### src/rtl/postproc_arbiter.sv
// Arbitrates the shared FPU post-processing datapath between the pipelined FMA unit and the
// iterative divsqrt unit; a finished divsqrt result is parked for at most MAXWAIT FMA cycles.
module postproc_arbiter #(
  parameter int NE      = 11,
  parameter int MAXWAIT = 3
) (
  input  logic          clk,
  input  logic          reset_n,
  input  logic          FlushDiv,
  input  logic          FmaValid,
  output logic          FmaReady,
  input  logic          DivDone,
  output logic          DivBusy,
  input  logic [NE+1:0] DivUeIn,
  input  logic          DivResSubnormIn,
  input  logic          DivSubnormShiftPosIn,
  output logic          FmaOp,
  output logic          DivOp,
  output logic [NE+1:0] DivUe,
  output logic          DivResSubnorm,
  output logic          DivSubnormShiftPos,
  output logic          PostProcValid
);

  localparam int CW = (MAXWAIT > 0) ? $clog2(MAXWAIT + 1) : 1;
  localparam logic [CW-1:0] MaxCnt = CW'(MAXWAIT);

  typedef enum logic {IDLE, PEND} state_t;

  typedef struct packed {
    logic [NE+1:0] ue;
    logic          subnorm;
    logic          shiftPos;
  } divRes_t;

  state_t        state, nextState;
  logic [CW-1:0] waitCnt, nextWaitCnt;
  divRes_t       divBuf, nextBuf, divIn, divSel;

  assign divIn = '{ue: DivUeIn, subnorm: DivResSubnormIn, shiftPos: DivSubnormShiftPosIn};

  always_ff @(posedge clk) begin
    if (!reset_n) begin
      state   <= IDLE;
      waitCnt <= '0;
      divBuf  <= '0;
    end else begin
      state   <= nextState;
      waitCnt <= nextWaitCnt;
      divBuf  <= nextBuf;
    end
  end

  always_comb begin
    nextState   = state;
    nextWaitCnt = waitCnt;
    nextBuf     = divBuf;
    FmaOp       = FmaValid;
    DivOp       = 1'b0;
    FmaReady    = 1'b1;
    DivBusy     = 1'b0;
    divSel      = DivDone ? divIn : '0;

    case (state)
      IDLE: begin
        if (DivDone && FmaValid) begin
          nextBuf     = divIn;
          nextWaitCnt = '0;
          nextState   = PEND;
        end else if (DivDone) begin
          DivOp = 1'b1;
        end
      end
      PEND: begin
        DivBusy = 1'b1;
        divSel  = divBuf;
        if (!FmaValid) begin
          DivOp       = 1'b1;
          nextState   = IDLE;
          nextWaitCnt = '0;
          nextBuf     = '0;
        end else if (waitCnt < MaxCnt) begin
          FmaOp       = 1'b1;
          nextWaitCnt = waitCnt + 1'b1;
        end else begin
          // Wait budget exhausted: divsqrt takes the datapath, FMA holds its operands
          DivOp       = 1'b1;
          FmaOp       = 1'b0;
          FmaReady    = 1'b0;
          nextState   = IDLE;
          nextWaitCnt = '0;
          nextBuf     = '0;
        end
      end
      default: nextState = IDLE;
    endcase

    if (FlushDiv) begin
      DivOp       = 1'b0;
      FmaOp       = FmaValid;
      FmaReady    = 1'b1;
      nextState   = IDLE;
      nextWaitCnt = '0;
      nextBuf     = '0;
    end

    // Held result must not leak out while reset is being applied
    if (!reset_n) begin
      DivOp    = 1'b0;
      FmaOp    = 1'b0;
      FmaReady = 1'b1;
      DivBusy  = 1'b0;
      divSel   = '0;
    end
  end

  assign DivUe              = divSel.ue;
  assign DivResSubnorm      = divSel.subnorm;
  assign DivSubnormShiftPos = divSel.shiftPos;
  assign PostProcValid      = FmaOp | DivOp;

  aDivDoneWhileBusy: assert property (@(posedge clk) disable iff (!reset_n)
    !(state == PEND && DivDone));
  aGrantExclusive: assert property (@(posedge clk) !(FmaOp && DivOp));

endmodule

### config.mk
export PLATFORM = sky130hd
export DESIGN_NAME = postproc_arbiter
export DESIGN_NICKNAME = d
export VERILOG_FILES = /design/src/rtl/postproc_arbiter.sv
export SDC_FILE = /design/constraint.sdc
export NUM_CORES = 1
export LEC_CHECK = 0
export BUFFER_PORTS_ARGS = -buffer_cell sky130_fd_sc_hd__buf_4
export CAP_MARGIN = 10
export CELL_PAD_IN_SITES_DETAIL_PLACEMENT = 0
export CELL_PAD_IN_SITES_GLOBAL_PLACEMENT = 1
export CORE_MARGIN = 4
export CORE_UTILIZATION = 36
export DETAILED_ROUTE_END_ITERATION = 7
export HOLD_SLACK_MARGIN = 0.05
export PLACE_DENSITY = 0.85
export SETUP_SLACK_MARGIN = 0.05
export SYNTH_ARGS = -nofsm -noshare
export SYNTH_HDL_FRONTEND = slang
export SYNTH_SLANG_ARGS = --single-unit
### constraint.sdc
create_clock -name clk -period 3.4 [get_ports clk]
set_input_delay 0.68 -clock clk [delete_from_list [all_inputs] [get_ports clk]]
set_output_delay 0.68 -clock clk [all_outputs]
set_load 0.02 [all_outputs]
==> results by group <==
Outcome
  – Status: finished, final reports clean

Synth
  – Adder-cell area share of the yosys netlist: 1.235%
  – Largest cells by area after synthesis: dfxtp_1 (36%), nand2_1 (10%), and2_1 (8.0%)
  – Ys Warns: 0
  – Largest family of logic cells by synthesized area: simple AND/OR/NAND/NOR gates
  – Proportion of synthesized area in mux cells: 1.111%
  – Post-synthesis simple-gate area fraction: 28.02%
  – Yosys reg bits: 18
  – Synth Area in Compound Gates: 27.53%
  – Post-synthesis sequential area ratio: 35.56%
  – Cell Area, Synth: 1013 um2
  – Synth cell types: 27
  – Share of the synthesized area in the top cell type: 35.56%
  – Post-synthesis xor/xnor area fraction: 0%
  – Gate Count Post-Synth: 124
  – Synth Net Count: 145
  – Largest area contributor in the netlist: dfxtp_1
  – Syn Area/Cell: 8.173 um2

Clocking
  – CTS tree: yes
  – Quantity of hold-fixing buffers added after cts: 0
  – Worst skew pair latency: 0.29 ns
  – CTS resizes: 0
  – Worst-path clk slew: 0.10 ns
  – Total clock buffers created by CTS: 3
  – CTS Sinks: 18
  – Setup Fix Bufs, Post-CTS: 0
  – Clock root cell: clkbuf_4
  – Clock buffer depth: 2
  – H-tree depth: 1

Worst setup path
  – Highest-delay cell along the critical path: dfxtp_1
  – Critical Path RT: 2.72 ns
  – Worst setup EP type: output port
  – Startpoint Class: register
  – Critical Path, Cell by Cell: nand2_1, nor2_1, nand3_1, buf_4
  – Worst-path fanout max: 36
  – CP arrival: 1.95 ns
  – CP peak stage delay: 1.06 ns
  – WS Path Type: register to output port

Route
  – Post-Route WL: 2430 um
  – Detailed-route DRC error count: 0
  – Pre-antenna DRT Iters: 4
  – Vias per cell: 5.102
  – Antenna viol nets, final: 0
  – Routed via count: 949
  – Initial DRC count: 46
  – WL per Instance: 13.06 um

Timing
  – RSZ-0062 raised after global routing: false
  – Slew headroom: 26.72%
  – Final hold violation count: 0
  – Final Cycle Share: 77.46%
  – Fin Setup TNS: 0 ns
  – FMAX: 379.7 MHz
  – Fin. max-slew vios: 0
  – Worst Clk Skew: 0.001290 ns
  – Hold WS: 0.4842 ns
  – Post-layout min period: 2.634 ns
  – Worst Tran Pin Value: 1.098 ns
  – Setup violators final: 0

Floorplan
  – Num rows: 18
  – Core Area: 2590 um2
  – Die area: 3728 um2
  – Initial Utilization: 39.13%
  – DIE HEIGHT: 61.06 um
  – Die X-Extent: 61.06 um
  – Boundary Pins: 40

Global routing
  – GRT Residual Overflow: 0
  – Vias in the first global route: 896
  – Total GRT Usage: 13.87%
  – Initial antenna violation count: 0
  – First-pass GRT wire length: 4002 um
  – Largest net degree at the start of global routing: 37

Final layout
  – Fin util: 50.87%
  – Ant diodes: 0
  – Design Area, Final: 1318 um2
  – Share of cells above drive strength 1: 35.26%
  – FILL cells: 250
  – Final nets: 178
  – Area Overhead vs Synth: 30.00%

Placed design
  – Dpl hpwl: 1715 um
  – Buffers added on ports: 39
  – Final Wtd Congestion: 0.7107
  – DP Area: 1281 um2

Power
  – Int Pwr: 0.3224 mW
  – Psw: 0.1149 mW
  – Clock power share: 29.9%
  – Final total power: 0.4373 mW
  – Peak VDD IR: 0.0002565 V
  – Switching Fraction: 26.27%
  – Lkg Pwr: 0.5849 nW
  – Combinational power share: 19.8%
  – Flop pwr share: 50.3%
  – PwrDens: 331.9 nW/um2

Flow run
  – Max-Cap Viols: 0

Hold path
  – Worst hold path type: register to register
==> registers in the layout (all words and copies together) (netlist names) <==
register	flops
waitCnt	2
divBuf	15
state	1
==> through the flow <==
stage / cells / worst slack (ns)
floorplan: 124 / 1.320
global placement: 182 / 1.132
detailed placement: 182 / 1.113
CTS: 186 / 0.7828
global route: 186 / 0.5547
finish: 186 / 0.7665
==> per-layer routing <==
layer / part of all wire, % / vias to the layer above / track usage [%]
met5: 0 / - / 0
met4: 0 / 0 / 1.858
met1: 46 / 432 / 19.03
li1: - / 491 / -
met3: 7.7 / 0 / 3.983
met2: 46 / 26 / 22.21
==> cell usage in the layout, fill, tap and decap left out <==
master / instances
buf_4: 39
nand2_1: 27
dfxtp_1: 18
o21ai_0: 13
and2_1: 13
a22o_2: 8
a22o_1: 7
nor2_1: 6
a22oi_1: 3
nor2b_1: 3
clkbuf_4: 3
a21oi_1: 2
nor2b_4: 1
inv_1: 1
nand2b_1: 1
nand3_1: 1
o21a_1: 1
nor3b_4: 1
a21o_1: 1
nand3b_1: 1
a21oi_4: 1
mux2_2: 1
nor4b_1: 1
a32oi_1: 1
ha_1: 1
clkbuf_8: 1
==> area by class of cell <==
type,count,area (um2),area share (%)
Timing Repair Buffer,39,292.8,22.22
Multi-Input combinational cell,94,586.8,44.54
Clock buffer,4,36.28,2.754
Sequential cell,18,360.3,27.35
Inverter,1,3.754,0.2849
Tap cell,30,37.54,2.849
==> kinds of logic (layout without fill, tap and decap cells) <==
logic type | Yosys count | after routing
simple gates | 55 | 55
compound gates | 37 | 37
flops | 18 | 18
buf+inv | 12 | 44
fa+ha+maj | 1 | 1
mux | 1 | 1
==> worst max-delay path, delay by kind of cell, from the launching register on <==
family / cells / cell delay, ns
flops: 1 / 1.06
simple gates: 3 / 0.43
buf+inv: 1 / 0.17
==> cells in the mapped netlist <==
| cell type | count |
|---|---|
| a21o_1 | 1 |
| a21oi_1 | 2 |
| a21oi_4 | 1 |
| a22o_1 | 7 |
| a22o_2 | 8 |
| a22oi_1 | 3 |
| a32oi_1 | 1 |
| and2_1 | 13 |
| buf_2 | 5 |
| buf_4 | 2 |
| buf_6 | 1 |
| clkbuf_1 | 3 |
| dfxtp_1 | 18 |
| ha_1 | 1 |
| inv_1 | 1 |
| mux2_2 | 1 |
| nand2_1 | 27 |
| nand2b_1 | 1 |
| nand3_1 | 1 |
| nand3b_1 | 1 |
| nor2_1 | 6 |
| nor2b_1 | 3 |
| nor2b_4 | 1 |
| nor3b_4 | 1 |
| nor4b_1 | 1 |
| o21a_1 | 1 |
| o21ai_0 | 13 |
==> power by group through the flow <==
| stage | combinational [mW] | clock (mW) | sequential [mW] |
|---|---|---|---|
| global placement | 0.0865 | 0 | 0.225 |
| finish | 0.0866 | 0.131 | 0.220 |
| CTS | 0.0874 | 0.135 | 0.220 |
| detailed placement | 0.0871 | 0 | 0.225 |
| floorplan | 0.0526 | 0 | 0.222 |
| global route | 0.0948 | 0.145 | 0.221 |
==> worst paths after layout <==
path              startpoint        end  slack (ns)  cells past startpoint
setup reg to reg       state  divBuf[4]        1.32                      3
setup / recovery       state   FmaReady        0.77                      4
hold reg to reg    divBuf[8]  divBuf[8]        0.48                      1
hold / removal     divBuf[8]  divBuf[8]        0.48                      1
Power figures use the tool's default switching activity.
